==> src/rtl/reservation_station.sv <==
// Tomasulo reservation station: accepts decoded instructions, renames destinations, snoops the CDB and
// dispatches ready entries to the functional unit. Define RS_OLDEST_FIRST_EN for age-based dispatch.

module rs_entry #(
  parameter int               TAG_W  = 2,
  parameter int               DATA_W = 16,
  parameter logic [TAG_W-1:0] MY_TAG = '0
) (
  input  logic              clock,
  input  logic              reset,
  input  logic              alloc,
  input  logic [2:0]        a_op,
  input  logic [DATA_W-1:0] a_vj,
  input  logic [DATA_W-1:0] a_vk,
  input  logic [TAG_W-1:0]  a_qj,
  input  logic [TAG_W-1:0]  a_qk,
  input  logic [3:0]        a_imm,
  input  logic              cdb_valid,
  input  logic [TAG_W-1:0]  cdb_tag,
  input  logic [DATA_W-1:0] cdb_data,
  input  logic              issue,
`ifdef RS_OLDEST_FIRST_EN
  input  logic              age_inc,
  output logic [TAG_W:0]    age,
`endif
  output logic              busy,
  output logic              ready,
  output logic [2:0]        op,
  output logic [DATA_W-1:0] vj,
  output logic [DATA_W-1:0] vk,
  output logic [3:0]        imm
);
  logic              busy_q, busy_d, issued_q, issued_d;
  logic [2:0]        op_q, op_d;
  logic [DATA_W-1:0] vj_q, vj_d, vk_q, vk_d;
  logic [TAG_W-1:0]  qj_q, qj_d, qk_q, qk_d;
  logic [3:0]        imm_q, imm_d;
  logic              cdb_hit;

  assign cdb_hit = cdb_valid && (cdb_tag != '0);

  always_comb begin
    busy_d   = busy_q;
    issued_d = issued_q;
    op_d     = op_q;
    vj_d     = vj_q;
    vk_d     = vk_q;
    qj_d     = qj_q;
    qk_d     = qk_q;
    imm_d    = imm_q;
    if (alloc) begin
      busy_d   = 1'b1;
      issued_d = 1'b0;
      op_d     = a_op;
      vj_d     = a_vj;
      vk_d     = a_vk;
      qj_d     = a_qj;
      qk_d     = a_qk;
      imm_d    = a_imm;
    end else if (busy_q) begin
      if (issue) issued_d = 1'b1;
      if (cdb_hit && qj_q == cdb_tag) begin
        vj_d = cdb_data;
        qj_d = '0;
      end
      if (cdb_hit && qk_q == cdb_tag) begin
        vk_d = cdb_data;
        qk_d = '0;
      end
      // our own result on the bus retires the entry
      if (cdb_hit && cdb_tag == MY_TAG) busy_d = 1'b0;
    end
  end

  always_ff @(posedge clock or posedge reset) begin
    if (reset) begin
      busy_q   <= 1'b0;
      issued_q <= 1'b0;
      op_q     <= '0;
      vj_q     <= '0;
      vk_q     <= '0;
      qj_q     <= '0;
      qk_q     <= '0;
      imm_q    <= '0;
    end else begin
      busy_q   <= busy_d;
      issued_q <= issued_d;
      op_q     <= op_d;
      vj_q     <= vj_d;
      vk_q     <= vk_d;
      qj_q     <= qj_d;
      qk_q     <= qk_d;
      imm_q    <= imm_d;
    end
  end

`ifdef RS_OLDEST_FIRST_EN
  logic [TAG_W:0] age_q, age_d;

  always_comb begin
    age_d = age_q;
    if (alloc)                                  age_d = '0;
    else if (busy_q && age_inc && age_q != '1)  age_d = age_q + 1'b1;
  end

  always_ff @(posedge clock or posedge reset) begin
    if (reset) age_q <= '0;
    else       age_q <= age_d;
  end

  assign age = age_q;
`endif

  assign busy  = busy_q;
  assign ready = busy_q && !issued_q && (qj_q == '0) && (qk_q == '0);
  assign op    = op_q;
  assign vj    = vj_q;
  assign vk    = vk_q;
  assign imm   = imm_q;
endmodule

module reservation_station #(
  parameter int NUM_ENTRIES = 3,
  parameter int TAG_W       = 2,
  parameter int DATA_W      = 16
) (
  input  logic              clock,
  input  logic              reset,
  input  logic [2:0]        opcode,
  input  logic [2:0]        RX,
  input  logic [2:0]        RY,
  input  logic [2:0]        RZ,
  input  logic [3:0]        immediate,
  output logic              stall,
  output logic [2:0]        rd_addr_a,
  output logic [2:0]        rd_addr_b,
  input  logic [DATA_W-1:0] rd_data_a,
  input  logic [DATA_W-1:0] rd_data_b,
  input  logic              rd_busy_a,
  input  logic              rd_busy_b,
  input  logic [TAG_W-1:0]  rd_tag_a,
  input  logic [TAG_W-1:0]  rd_tag_b,
  output logic              rename_we,
  output logic [2:0]        rename_reg,
  output logic [TAG_W-1:0]  rename_tag,
  input  logic              cdb_valid,
  input  logic [TAG_W-1:0]  cdb_tag,
  input  logic [DATA_W-1:0] cdb_data,
  output logic              fu_valid,
  input  logic              fu_ready,
  output logic [2:0]        fu_opcode,
  output logic [DATA_W-1:0] fu_a,
  output logic [DATA_W-1:0] fu_b,
  output logic [3:0]        fu_imm,
  output logic [TAG_W-1:0]  fu_tag
);
  localparam logic [2:0] OP_LD = 3'b010;
  localparam logic [2:0] OP_SD = 3'b011;

  logic [NUM_ENTRIES-1:0]             e_busy, e_ready, e_alloc, e_issue;
  logic [NUM_ENTRIES-1:0][2:0]        e_op;
  logic [NUM_ENTRIES-1:0][DATA_W-1:0] e_vj, e_vk;
  logic [NUM_ENTRIES-1:0][3:0]        e_imm;
`ifdef RS_OLDEST_FIRST_EN
  logic [NUM_ENTRIES-1:0][TAG_W:0]    e_age;
  logic [TAG_W:0]                     sel_age;
`endif

  logic              accept, fu_load, sel_found;
  logic [TAG_W-1:0]  alloc_tag, sel_tag;
  logic [DATA_W-1:0] opa_v, opb_v, sel_a, sel_b;
  logic [TAG_W-1:0]  opa_q, opb_q;
  logic [2:0]        sel_op;
  logic [3:0]        sel_imm;

  // stall only looks at registered busy bits, so a same-edge free is seen a cycle later
  assign stall      = &e_busy;
  assign accept     = !stall && !opcode[2];
  assign rd_addr_a  = RY;
  assign rd_addr_b  = (opcode == OP_SD) ? RX : RZ;
  assign rename_we  = accept && !reset && (opcode != OP_SD);
  assign rename_reg = RX;
  assign rename_tag = alloc_tag;

  always_comb begin
    alloc_tag = '0;
    for (int i = NUM_ENTRIES-1; i >= 0; i--)
      if (!e_busy[i]) alloc_tag = TAG_W'(i+1);
  end

  always_comb begin
    if (!rd_busy_a) begin
      opa_v = rd_data_a; opa_q = '0;
    end else if (cdb_valid && cdb_tag != '0 && cdb_tag == rd_tag_a) begin
      opa_v = cdb_data;  opa_q = '0;
    end else begin
      opa_v = '0;        opa_q = rd_tag_a;
    end
    if (opcode == OP_LD) begin
      opb_v = '0;        opb_q = '0;
    end else if (!rd_busy_b) begin
      opb_v = rd_data_b; opb_q = '0;
    end else if (cdb_valid && cdb_tag != '0 && cdb_tag == rd_tag_b) begin
      opb_v = cdb_data;  opb_q = '0;
    end else begin
      opb_v = '0;        opb_q = rd_tag_b;
    end
  end

  always_comb begin
    sel_found = 1'b0;
    sel_tag   = '0;
    sel_op    = '0;
    sel_a     = '0;
    sel_b     = '0;
    sel_imm   = '0;
`ifdef RS_OLDEST_FIRST_EN
    sel_age   = '0;
    // strict compare keeps the lowest index on equal ages
    for (int i = 0; i < NUM_ENTRIES; i++)
      if (e_ready[i] && (!sel_found || e_age[i] > sel_age)) begin
        sel_found = 1'b1;
        sel_age   = e_age[i];
        sel_tag   = TAG_W'(i+1);
        sel_op    = e_op[i];
        sel_a     = e_vj[i];
        sel_b     = e_vk[i];
        sel_imm   = e_imm[i];
      end
`else
    for (int i = NUM_ENTRIES-1; i >= 0; i--)
      if (e_ready[i]) begin
        sel_found = 1'b1;
        sel_tag   = TAG_W'(i+1);
        sel_op    = e_op[i];
        sel_a     = e_vj[i];
        sel_b     = e_vk[i];
        sel_imm   = e_imm[i];
      end
`endif
  end

  assign fu_load = !fu_valid || fu_ready;

  always_comb begin
    e_alloc = '0;
    e_issue = '0;
    for (int i = 0; i < NUM_ENTRIES; i++) begin
      e_alloc[i] = accept && (alloc_tag == TAG_W'(i+1));
      e_issue[i] = fu_load && sel_found && (sel_tag == TAG_W'(i+1));
    end
  end

  for (genvar g = 0; g < NUM_ENTRIES; g++) begin : g_ent
    rs_entry #(.TAG_W(TAG_W), .DATA_W(DATA_W), .MY_TAG(TAG_W'(g+1))) u_ent (
      .clock     (clock),
      .reset     (reset),
      .alloc     (e_alloc[g]),
      .a_op      (opcode),
      .a_vj      (opa_v),
      .a_vk      (opb_v),
      .a_qj      (opa_q),
      .a_qk      (opb_q),
      .a_imm     (immediate),
      .cdb_valid (cdb_valid),
      .cdb_tag   (cdb_tag),
      .cdb_data  (cdb_data),
      .issue     (e_issue[g]),
`ifdef RS_OLDEST_FIRST_EN
      .age_inc   (accept),
      .age       (e_age[g]),
`endif
      .busy      (e_busy[g]),
      .ready     (e_ready[g]),
      .op        (e_op[g]),
      .vj        (e_vj[g]),
      .vk        (e_vk[g]),
      .imm       (e_imm[g])
    );
  end

  logic              fu_valid_q, fu_valid_d;
  logic [2:0]        fu_opcode_q, fu_opcode_d;
  logic [DATA_W-1:0] fu_a_q, fu_a_d, fu_b_q, fu_b_d;
  logic [3:0]        fu_imm_q, fu_imm_d;
  logic [TAG_W-1:0]  fu_tag_q, fu_tag_d;

  always_comb begin
    fu_valid_d  = fu_valid_q;
    fu_opcode_d = fu_opcode_q;
    fu_a_d      = fu_a_q;
    fu_b_d      = fu_b_q;
    fu_imm_d    = fu_imm_q;
    fu_tag_d    = fu_tag_q;
    if (fu_load) begin
      fu_valid_d = sel_found;
      if (sel_found) begin
        fu_opcode_d = sel_op;
        fu_a_d      = sel_a;
        fu_b_d      = sel_b;
        fu_imm_d    = sel_imm;
        fu_tag_d    = sel_tag;
      end
    end
  end

  always_ff @(posedge clock or posedge reset) begin
    if (reset) begin
      fu_valid_q  <= 1'b0;
      fu_opcode_q <= '0;
      fu_a_q      <= '0;
      fu_b_q      <= '0;
      fu_imm_q    <= '0;
      fu_tag_q    <= '0;
    end else begin
      fu_valid_q  <= fu_valid_d;
      fu_opcode_q <= fu_opcode_d;
      fu_a_q      <= fu_a_d;
      fu_b_q      <= fu_b_d;
      fu_imm_q    <= fu_imm_d;
      fu_tag_q    <= fu_tag_d;
    end
  end

  assign fu_valid  = fu_valid_q;
  assign fu_opcode = fu_opcode_q;
  assign fu_a      = fu_a_q;
  assign fu_b      = fu_b_q;
  assign fu_imm    = fu_imm_q;
  assign fu_tag    = fu_tag_q;
endmodule

==> config.mk <==
export PLATFORM = sky130hd
export DESIGN_NAME = reservation_station
export DESIGN_NICKNAME = d
export VERILOG_FILES = /design/src/rtl/reservation_station.sv
export SDC_FILE = /design/constraint.sdc
export NUM_CORES = 1
export LEC_CHECK = 0
export ABC_CLOCK_PERIOD_IN_PS = 2410
export CORE_MARGIN = 5
export CORE_UTILIZATION = 40
export CTS_BUF_LIST = sky130_fd_sc_hd__clkbuf_4 sky130_fd_sc_hd__clkbuf_8 sky130_fd_sc_hd__clkbuf_16
export DETAILED_ROUTE_END_ITERATION = 8
export SYNTH_ARGS = -nofsm -noshare
export SYNTH_HDL_FRONTEND = slang
export SYNTH_HIERARCHICAL = 1
export SYNTH_SLANG_ARGS = --single-unit
==> constraint.sdc <==
create_clock -name clock -period 2.41 [get_ports clock]
set_input_delay 0.482 -clock clock [delete_from_list [all_inputs] [get_ports clock]]
set_output_delay 0.482 -clock clock [all_outputs]
set_load 0.01 [all_outputs]
Word level (Yosys, flattened, before mapping)
Index checks and enable logic that the tools add are counted.

storage, ports and cells
  flip-flop bits (word level) = 177
  output and inout bits = 55

cells by class
  equal/unequal tests = 20
  muxes and demuxes = 86
  reductions and logical operators = 69

operator list
  kind                                                                      count
  16-bit two-way mux                                                        29
  2-bit two-way mux                                                         29
  1-bit logical AND                                                         31
  2-bit nonzero test                                                        13
  1-bit two-way mux                                                         21
  2-bit AND reduction                                                       10
  2-bit == test                                                             8
  2-bit == test (second input constant)                                     6
  2-bit zero test                                                           6
  3-bit two-way mux                                                         4
  4-bit two-way mux                                                         3
  1-bit zero test                                                           7
  2-bit by 1-bit == test with 1-bit output (second input constant)          3
  3-bit by 2-bit == test with 1-bit output (second input constant)          2
  3-bit by 2-bit inequality test with 1-bit output (second input constant)  1
  3-bit AND reduction                                                       1
  1-bit logical OR                                                          1

Longest topological paths before layout
  word-level depth = 12
  gate-level depth with buffers = 9

Hierarchy
The synthesis kept the hierarchy.

by module, submodules not included
  module                     instances  cells an instance  area each (µm²)  sequential area each (µm²)
  reservation_station        1          356                2950.3           1051.0
  rs_entry (g_ent[1].u_ent)  1          247                2583.7           1126.1
  rs_entry (g_ent[0].u_ent)  1          247                2582.5           1126.1
  rs_entry (g_ent[2].u_ent)  1          247                2580.0           1126.1

Worst setup path before layout
OpenSTA, ideal clock, no wires.

  path type = register -> register
  start point = reg g_ent[0].u_ent.busy_q
  end point = reg fu_a_q[0] (netlist: fu_a[0])
  setup time = 0.076 ns
  arrival time = 2.188 ns
  data required time = 2.334 ns
  path slack = 0.146 ns
  cell stages (with the launch flop) = 10
  path buffers = 4
  clock period less this slack = 2.264 ns
  cell sequence = dfrtp_1 buf_2 or4b_2 nor3_1 buf_2 and2_1 buf_2 buf_2 a21oi_1 o21ai_1

between the ends
  longest elaborated chain between the ends = 5
  elaborated cells between the ends (all ways) = 6
  classes of those cells = mux: 2; reduce/logical: 4

RTL lines
  what                                  line  text
  start: declaration                    33    logic busy_q, busy_d, issued_q, issued_d;
  start signal: assignment              86    busy_q <= busy_d;
  1-bit logical AND (*) (3 in series)   115   assign ready = busy_q && !issued_q && (qj_q == '0) && (qk_q == '0);
  via e_ready[0]                        160   logic [NUM_ENTRIES-1:0] e_busy, e_ready, e_alloc, e_issue;
  1-bit two-way mux                     232   if (e_ready[i]) begin
  2-bit AND reduction (no source line)  -
  end signal: assignment                318   fu_a_q <= fu_a_d;
  end: declaration                      284   logic [DATA_W-1:0] fu_a_q, fu_a_d, fu_b_q, fu_b_d;

Mark *: on every way through the listed nets, which the timed path passes. The rest lies on a longest branch.
A chain may end at the register's enable or synchronous reset.

Worst setup path after layout
  start point = reg g_ent[0].u_ent.busy_q
  end point = out rename_tag[1]

between the ends
  longest elaborated chain between the ends = 1

RTL lines
  what               line  text
  2-bit two-way mux  188   if (!e_busy[i]) alloc_tag = TAG_W'(i+1);
  end: declaration   145   output logic [TAG_W-1:0] rename_tag,

Every way passes these cells.

==> impl_metrics.py <==
metrics = {
    "outcome": {
        "status": "finished clean",
    },
    "sta": {
        "clock_skew_ns": 0.00954,
        "hold-worst-slack_ns": 0.477,
        "relSlewSlack_pct": 64.6,
        "setup_viol": 0,
        "fmax_mhz": 427,
        "drv_slew": 0,
        "worst_pin_slew_ns": 0.530,
        "min_period_ns": 2.34,
        "fin_crit_sh_pct": 97.2,
        "hold_violations": 0,
    },
    "routing": {
        "firstDrtPassIters": 5,
        "antenna_left": 0,
        "viasPerCell": 6.46,
        "vias": 10116,
        "wl_per_cell_um": 27.2,
        "drc": 0,
        "routed_wl_um": 42600,
        "drt_first_iter_violations": 1137,
    },
    "synth": {
        "yosysSeqAreaShare_pct": 41.4,
        "synth_seq_cells": 177,
        "ys_types": 43,
        "ys_warn_count": 6,
        "syn_avg_cell_area_sq_um": 9.75,
        "synth.cell_area_sq_um": 10700,
        "synthesis.nets": 1173,
        "syn_inst": 1097,
    },
    "final_layout": {
        "fin_util_pct": 51.1,
        "nNetsFinal": 1295,
        "drive_above_1_share_pct": 21.1,
        "layout_commonest_cell": "dfrtp_1",
        "area_growth_pct": 25.2,
        "n_fill_cell": 2345,
        "final_cells": 1566,
        "num_antenna_cells": 0,
        "final_cell_mix": "176 x dfrtp_1, 145 x nand2_1, 121 x nor2b_1, 117 x clkdlybuf4s50_1, 96 x o221ai_1",
    },
    "global_route": {
        "grt_pass1_wl_um": 63900,
        "overflow": 0,
        "grt_max_degree": 65,
        "track_usage_pct": 27.5,
        "grt_pass1_vias": 10010,
        "antenna_found_initial": 0,
    },
    "floorplanning": {
        "core_sq_um": 26200,
        "rows": 59,
        "die_area_sq_um": 30100,
        "die_w_um": 174,
        "initial_core_util_pct": 40.8,
        "die_h_um": 174,
        "io_pins": 131,
    },
    "clock_network": {
        "clk_latency_ns": 0.44,
        "clkTransAtPathRegs_ns": 0.07,
        "hold_buffers": 0,
        "htreeDepth": 4,
        "cts_tree": "yes",
        "clockRootBuffer": "clkbuf_16",
        "clockBufferDepth": 2,
        "cts_buffers": 17,
        "cts.sinks": 177,
    },
    "placed_design": {
        "portBuffers": 124,
        "dpl.cell_count": 1533,
        "place_hpwl_um": 27800,
        "gp_congestion": 0.892,
    },
    "critical_path": {
        "rr_worst_depth": 8,
        "critPathCaptureType": "primary output",
        "crit_required_ns": 1.93,
        "worstSetupPathType": "reg -> out",
        "critPathMaxFanout": 7,
        "r2r_end": "fu_a[14]$_DFFE_PP0P_",
        "arrival_ns": 1.86,
        "rrSetupSlack_ns": 0.08,
        "worstSetupStartpointType": "flop",
        "r2r-start": "g_ent[2].u_ent/issued_q$_DFFE_PP0P_",
    },
    "power_and_ir_drop": {
        "leakage_nw": 5.50,
        "irDropWorstVdd_mv": 0.591,
        "p_per_area_nw_per_um2": 1220,
    },
    "flow_run": {
        "cap_violations": 0,
    },
    "hold_path": {
        "worstHoldPathType": "in -> async",
    },
}
-- worst max path at each step --
stage | slack, ns | to | cells after the start | start
2_1_floorplan | 0.15 | fu_a[0]$_DFFE_PP0P_ | 9 | g_ent[0].u_ent/busy$_DFF_PP0_
3_3_place_gp | -0.11 | rd_addr_b[1] | 4 | opcode[2]
3_5_place_dp | -0.14 | rd_addr_b[2] | 4 | opcode[2]
4_1_cts | 0.02 | stall | 3 | g_ent[1].u_ent/busy$_DFF_PP0_
5_1_grt | -0.01 | rename_tag[1] | 3 | g_ent[0].u_ent/busy$_DFF_PP0_
6_report | 0.07 | rename_tag[1] | 3 | g_ent[0].u_ent/busy$_DFF_PP0_
-- where the power goes --
part / switching [mW] / total [mW] / internal, mW
clock network: 1.31 / 2.76 / 1.45
logic: 4.80 / 8.60 / 3.80
registers: 0.757 / 4.99 / 4.23
total: 6.87 / 16.3 / 9.48
-- cell usage after synthesis, drive strengths merged --
cell	instances	area, sq um
nand4bb	7	78.8
mux2	24	270
xor2	7	106
a2111oi	1	8.76
buf	44	349
clkbuf	80	300
and3	3	18.8
o22a	6	52.6
nand4	6	37.5
nand3b	4	30.0
and2	5	31.3
o22ai	1	6.26
o21ai	29	145
a21oi	50	254
nand3	17	85.1
o211ai	96	1020
nand2	145	544
nor2	10	37.5
nand2b	67	419
nor2b	122	763
dfrtp	177	4430
o221ai	96	841
a31oi	1	6.26
a2bb2oi	1	8.76
a32o	16	180
or4b	3	30.0
nor3b	1	7.51
xnor2	2	17.5
nor3	4	31.3
a21o	3	22.5
a21boi	1	7.51
inv	5	18.8
a22o	12	105
a221oi	39	342
o31ai	12	90.1
-- cell families (layout without fill, tap and decap cells) --
| logic type | count (synthesis) | in the layout | share of synthesized area [%] |
|---|---|---|---|
| simple gates | 394 | 394 | 19.8 |
| compound gates | 364 | 364 | 28.9 |
| flops | 177 | 177 | 41.4 |
| buf+inv | 129 | 263 | 6.25 |
| mux | 24 | 24 | 2.53 |
| xor+xnor | 9 | 9 | 1.16 |
-- routing by layer --
layer / GRT usage, % / wire length, um
met1: 38.2 / 18100
met2: 42.1 / 19100
met3: 6.59 / 4160
met4: 9.74 / 1270
met5: 0 / 0
-- registers in the layout (all words and copies together), names as in the netlist --
| signal | flops |
|---|---|
| fu_a | 16 |
| fu_b | 16 |
| fu_imm | 4 |
| fu_opcode | 3 |
| fu_tag | 2 |
| fu_valid | 1 |
| g_ent.u_ent/busy | 3 |
| g_ent.u_ent/imm | 12 |
| g_ent.u_ent/issued_q | 3 |
| g_ent.u_ent/op | 9 |
| g_ent.u_ent/qj_q | 6 |
| g_ent.u_ent/qk_q | 6 |
| g_ent.u_ent/vj | 48 |
| g_ent.u_ent/vk | 48 |
-- timing repair --
item / 4_1_cts / 5_1_grt
resized for setup: 6 / 5
setup endpoints to repair: 25 / 31
buffers inserted: 2 / 0
pin swaps: 2 / 2
-- critical path: stages, from the launching register on --
cell and delay (ns):
dfrtp_2 0.43, buf_4 0.18, a21boi_0 0.23, clkdlybuf4s50_1 0.58
-- metrics by stage --
stage | TNS [ns] | cell area (sq um) | total power [mW] | setup WS, ns
finish | 0 | 13400 | 16.3 | 0.0683
global route | -0.00957 | 13400 | 17.2 | -0.00957
CTS | 0 | 13400 | 16.2 | 0.0219
detailed placement | -2.32 | 12800 | 13.4 | -0.140
global placement | -1.93 | 12800 | 13.3 | -0.106
floorplan | 0 | 10700 | 9.87 | 0.146
-- area by class of cell --
type / count / area [sq um] / share of cell area (%)
multi-input combinational: 791 / 5660 / 42.3
sequential: 177 / 4430 / 33.1
timing repair buffer: 227 / 2300 / 17.2
clock buffer: 18 / 433 / 3.23
tap: 335 / 419 / 3.13
clock inverter: 13 / 131 / 0.981
inverter: 5 / 18.8 / 0.140
No activity file was read; power rests on OpenSTA's default activity.
